==> src/rtl/serial_and_sequencer.sv <==
// serial_and_sequencer: computes a bitwise AND of two WIDTH-bit operands one
// bit at a time. Each cycle it presents one operand bit pair (LSB first) to an
// external combinational AND stage and collects the returned bit into the result.
// Each operation takes WIDTH shift cycles plus one cycle with done high.
module serial_and_sequencer #(
  parameter int unsigned WIDTH = 8
) (
  input  logic             clk,
  input  logic             rst_n,
  input  logic             start,
  input  logic [WIDTH-1:0] op_a,
  input  logic [WIDTH-1:0] op_b,
  output logic             bit_a,
  output logic             bit_b,
  input  logic             bit_c,
  output logic [WIDTH-1:0] result,
  output logic             busy,
  output logic             done
);

  localparam int unsigned        CNT_W    = $clog2(WIDTH);
  localparam logic [CNT_W-1:0]   CNT_LAST = CNT_W'(WIDTH - 1);

  typedef enum logic [1:0] {
    IDLE  = 2'd0,
    SHIFT = 2'd1,
    DONE  = 2'd2
  } state_t;

  state_t           state;
  state_t           state_nxt;
  logic [WIDTH-1:0] sh_a;
  logic [WIDTH-1:0] sh_b;
  logic [CNT_W-1:0] cnt;
  logic             load;
  logic             shift_en;

  // State register.
  always_ff @(posedge clk or negedge rst_n) begin
    if (!rst_n) begin
      state <= IDLE;
    end else begin
      state <= state_nxt;
    end
  end

  // Next-state logic and outputs. All outputs depend only on the registered
  // state and shift registers, so they clear as soon as reset is asserted.
  always_comb begin
    state_nxt = state;
    load      = 1'b0;
    shift_en  = 1'b0;
    bit_a     = 1'b0;
    bit_b     = 1'b0;
    busy      = 1'b0;
    done      = 1'b0;
    case (state)
      IDLE: begin
        if (start) begin
          load      = 1'b1;
          state_nxt = SHIFT;
        end
      end
      SHIFT: begin
        busy     = 1'b1;
        shift_en = 1'b1;
        bit_a    = sh_a[0];
        bit_b    = sh_b[0];
        if (cnt == CNT_LAST) begin
          state_nxt = DONE;
        end
      end
      DONE: begin
        busy      = 1'b1;
        done      = 1'b1;
        state_nxt = IDLE;
      end
      default: begin
        state_nxt = IDLE;
      end
    endcase
  end

  // Operand shift registers, bit counter and result assembly. The returned bit
  // enters at the MSB and is shifted down, so after WIDTH shifts the bit taken
  // in shift k ends up at position k. The counter saturates at its last value
  // instead of wrapping back to zero on the final shift.
  always_ff @(posedge clk or negedge rst_n) begin
    if (!rst_n) begin
      sh_a   <= '0;
      sh_b   <= '0;
      cnt    <= '0;
      result <= '0;
    end else if (load) begin
      sh_a   <= op_a;
      sh_b   <= op_b;
      cnt    <= '0;
      result <= '0;
    end else if (shift_en) begin
      sh_a   <= {1'b0, sh_a[WIDTH-1:1]};
      sh_b   <= {1'b0, sh_b[WIDTH-1:1]};
      result <= {bit_c, result[WIDTH-1:1]};
      if (cnt != CNT_LAST) begin
        cnt <= cnt + 1'b1;
      end
    end
  end

endmodule

==> config.mk <==
export PLATFORM = sky130hd
export DESIGN_NAME = serial_and_sequencer
export DESIGN_NICKNAME = d
export VERILOG_FILES = /design/src/rtl/serial_and_sequencer.sv
export SDC_FILE = /design/constraint.sdc
export NUM_CORES = 1
export LEC_CHECK = 0
export BUFFER_PORTS_ARGS = -buffer_cell sky130_fd_sc_hd__buf_2
export CORE_ASPECT_RATIO = 1.5
export CORE_MARGIN = 2
export CORE_UTILIZATION = 48
export CTS_CLUSTER_SIZE = 25
export DETAILED_ROUTE_END_ITERATION = 8
export PLACE_DENSITY_LB_ADDON = 0.12
export SYNTH_ARGS = -nofsm -noshare
export SYNTH_HDL_FRONTEND = slang
export SYNTH_SLANG_ARGS = --single-unit
==> constraint.sdc <==
create_clock -name clk -period 1.33 [get_ports clk]
set_input_delay 0.0665 -clock clk [delete_from_list [all_inputs] [get_ports clk]]
set_output_delay 0.0665 -clock clk [all_outputs]
set_load 0.01 [all_outputs]
Word-level counts from Yosys, hierarchy flattened
Cells that the tools add are included.

storage, ports and cells
  register bits = 29
  bits of input ports = 20
  output and inout bits = 12

operators by class
  add/subtract/negate cells = 1
  eq/ne operators = 6
  multiplexer cells = 19
  reduce and logical (&&, ||, !) cells = 6

operators by type and width
  operator                                                                count
  8-bit two-way mux                                                       6
  3-bit two-way mux                                                       3
  1-bit two-way mux                                                       7
  2-bit two-way mux                                                       2
  2-bit != test (second input constant)                                   2
  2-bit case mux with 2 select lines                                      1
  2-bit AND reduction                                                     2
  2-bit nonzero test                                                      2
  3-bit by 1-bit adder with 3-bit output (second input constant)          1
  3-bit equality test (second input constant)                             1
  3-bit != test (second input constant)                                   1
  2-bit by 1-bit equality test with 1-bit output (second input constant)  1
  2-bit equality test (second input constant)                             1
  2-bit logical NOT                                                       1
  2-bit OR reduction                                                      1

Longest topological paths before layout
  depth after elaboration = 4
  mapped depth = 7
  mapped depth without buffers = 5

Worst setup path before layout
Ideal clock, no wire load.

  path kind = reg2reg
  start point = reg cnt[0]
  end point = reg state[0]
  library setup time = 125 ps
  arrival time = 1271 ps
  data required time = 1205 ps
  path slack = -66 ps
  stages on the path, launching flop included = 6
  path buffers = 0
  path through = dfrtp_1 > ha_1 > ha_1 > nor2b_4 > nor2_1 > mux2_4

on the way
  longest elaborated chain between the ends = 3

RTL lines
  element                        line  source
  from (decl)                    34    logic [CNT_W-1:0] cnt;
  from (signal assigned)         104   cnt <= cnt + 1'b1;
  3-bit equality test            69    if (cnt == CNT_LAST) begin
  2-bit != test (no line)        n/a
  2-bit AND reduction (no line)  n/a
  to (signal assigned)           43    state <= state_nxt;
  to (decl)                      30    state_t state;

Every way passes these cells.
A chain may end at the register's enable or synchronous reset.

Worst setup path after layout
  start point = reg state[1]
  end point = reg sh_a[5]

on the way
  longest elaborated chain between the ends = 3
  elaborated cells on any way between the ends = 6

RTL lines
  element                                                                              line  source
  2-bit by 1-bit equality test with 1-bit output or 2-bit logical NOT (tied branches)  57    case (state)
  1-bit two-way mux                                                                    57
  2-bit nonzero test (no line) or 8-bit two-way mux (tied branches)                    n/a
  to (signal assigned)                                                                 95    sh_a <= op_a;
  to (signal assigned)                                                                 100   sh_a <= {1'b0, sh_a[WIDTH-1:1]};
  to (decl)                                                                            32    logic [WIDTH-1:0] sh_a;

Parallel ways exist; a longest one is shown, timed or not.

==> impl_metrics.json <==
{
  "grt_start_max_net_pins": 30,
  "pwr-share-clk": 0.154,
  "cts_tree": "yes",
  "async_reset_ff_frac": 1.00,
  "antenna_found_initial": 0,
  "fin_nets": 216,
  "cellPowerDensity_nw_per_um2": 2370,
  "cts_root_buf": "clkbuf_8",
  "hp-class": "input pin to register",
  "vias": 1144,
  "ys.flop_type": "dfrtp_1",
  "regToRegSetupSlack_ns": -0.03,
  "start_util": 0.506,
  "fin_skew_ns": 0.00276,
  "clk_latency_ns": 0.27,
  "grt_pass1_wl_um": 5440,
  "swShare": 0.355,
  "relSlewSlack": 0.562,
  "antenna_left": 0,
  "cp_data_arrival_time_ns": 1.53,
  "gp_congestion": 0.728,
  "synth_commonest_cells": "dfrtp_1 (29), mux2i_1 (22), nand2_1 (20)",
  "violations": "setup timing",
  "cts_buffer_depth": 2,
  "cts.sinks": 29,
  "portBuffers": 31,
  "cellLeakagePower_nw": 1.07,
  "syn_nets": 153,
  "internal_power_mw": 3.37,
  "dieArea_sq_um": 3540,
  "row_count": 24,
  "drc_errors": 0,
  "clk_pin_slew_ns": 0.07,
  "place_inst": 199,
  "endpoint_kind": "register",
  "path_max_fanout": 6,
  "fmax_mhz": 734,
  "cts_made_buffers": 5,
  "yosys_register_bits": 29,
  "io_pins": 32,
  "drt-initial-drc-count": 14,
  "fp.dieH_um": 71.9,
  "grt_pass1_vias": 1192,
  "ys_seq_area_frac": 0.492,
  "fin_ws_ns": -0.0332,
  "synth_edf_count": 0,
  "die_w_um": 49.3,
  "min_period_over_period": 1.02,
  "groute.usage.overall": 0.199,
  "hpwl_um": 1920,
  "drt-total-wl_um": 3510,
  "synth_area_sq_um": 1480,
  "post-synth-top-count-cell": "dfrtp_1",
  "place_ws_ns": -0.0840,
  "ys_warn_count": 0,
  "diodes": 0,
  "finalCriticalPeriod_ns": 1.36,
  "finalMaxSlewViolations": 0,
  "gr-total-overflow": 0,
  "synthTopCellsByArea": "dfrtp_1 (49%), mux2i_1 (15%), o21ai_2 (7.7%), ha_1 (5.1%), nand2_1 (5.1%)",
  "synth_cells": 127,
  "syn_area_per_cell_sq_um": 11.6,
  "h-tree-depth": 2,
  "seq_power_share": 0.305,
  "via_per_inst": 4.97,
  "max_cap_viol_count": 0,
  "synthToLayoutAreaGrowth_pct": 49.4,
  "peakVddDrop_uv": 1970,
  "p_total_mw": 5.23,
  "synth.distinct_cells": 20,
  "wire_per_inst_um": 15.3,
  "final_util": 0.756,
  "setup.worst_path.class": "register to register",
  "yosysTopAreaCell": "dfrtp_1",
  "dr.pass1.iters": 3,
  "setup_violations": 12,
  "required_ns": 1.49,
  "synth_top_area_frac": 0.492,
  "p_switching_mw": 1.86,
  "layout-drive-gt1-share": 0.513,
  "setup_tns_ns": -0.208,
  "fin_cells": 230,
  "status": "finished, violations left",
  "final-hold-violation-count": 0,
  "power_frac_comb": 0.541,
  "cp-start-kind": "register",
  "tightestPinTransition_ns": 0.657,
  "core_area_sq_um": 2910,
  "rsz0062_at_grt": "true"
}
## final timing paths
path	from	endpoint	cells after the start
min reg2reg	result[0]	result[0]	2
max in group asynchronous	rst_n	state[0]	2
min	op_a[2]	sh_a[2]	3
max reg2reg	state[1]	sh_a[5]	6
min in group asynchronous	rst_n	sh_b[3]	2
max	state[1]	sh_a[5]	6
## registers in the layout, summed over array words and instances (netlist names)
register and count:
cnt 3, state 2, result 8, sh_b 8, sh_a 8
## power by group through the flow
| stage | registers, mW | clock network [mW] | logic (mW) |
|---|---|---|---|
| 4_1_cts | 1.51 | 0.818 | 2.36 |
| 3_5_place_dp | 1.51 | 0 | 1.90 |
| 6_report | 1.59 | 0.804 | 2.83 |
| 2_1_floorplan | 1.49 | 0 | 1.53 |
| 3_3_place_gp | 1.49 | 0 | 1.81 |
| 5_1_grt | 1.64 | 0.857 | 3.03 |
## cells in the final DEF (no fill, tap or decap), types with 2 or more instances in the layout
cell,instances
buf_2,29
and2_4,3
nor2_1,9
mux2i_1,13
dlygate4sd3_1,12
nor2b_4,2
ha_2,3
dfrtp_1,28
clkbuf_16,2
ha_4,2
nand2_1,20
nand2b_1,3
buf_4,12
o21ai_1,3
mux2i_2,6
o21ai_2,13
inv_2,2
clkbuf_8,7
mux2i_4,3
buf_6,3
buf_12,4
## per-layer routing
layer	routed length [um]	track usage	share of wire
met5	0	0	0
met4	48	0.0730	0.014
met3	92	0.0350	0.026
met2	2000	0.356	0.57
met1	1370	0.238	0.39
## worst max-delay path, cell delays in order, from the launching register on
cell and delay [ns]:
dfrtp_1 0.39, inv_2 0.10, ha_4 0.18, buf_12 0.12, clkbuf_16 0.14, mux2i_2 0.24
o21ai_2 0.07
## through the flow
step	area, sq um	hold slack (ns)
2_1_floorplan	1490	-0.229
4_1_cts	2060	0.000156
6_report	2200	0.000663
5_1_grt	2200	0.0103
3_3_place_gp	1690	0.120
3_5_place_dp	1690	0.128
## logic make-up (layout without fill, tap and decap cells)
group                      count (synthesis)  count (layout)  share of synthesized area
adders and majority gates                  6               6                     0.0509
DFF                                       29              29                      0.492
and+or+nand+nor                           39              39                      0.120
muxes                                     23              23                      0.159
AOI/OAI and AO/OA                         19              19                      0.100
xor gates and xnor gates                   1               1                    0.00594
buffers and inverters                     10              74                     0.0721
## what timing repair did
item,in CTS,in global routing
hold buffers,12,0
gates resized for setup,17,20
endpoints found under the setup margin,25,32
endpoints found under the hold margin,40,0
gates cloned,1,2
buffers inserted,7,1
pin swaps,3,2
## cell type report
type | count | area (sq um)
Clock inverter | 1 | 5.00
Clock buffer | 7 | 96.3
Timing Repair Buffer | 64 | 562
Inverter | 2 | 7.51
Tap cell | 39 | 48.8
Multi-Input combinational cell | 88 | 757
Fill cell | 195 | 709
Sequential cell | 29 | 727
Power figures use the tool's default switching activity.
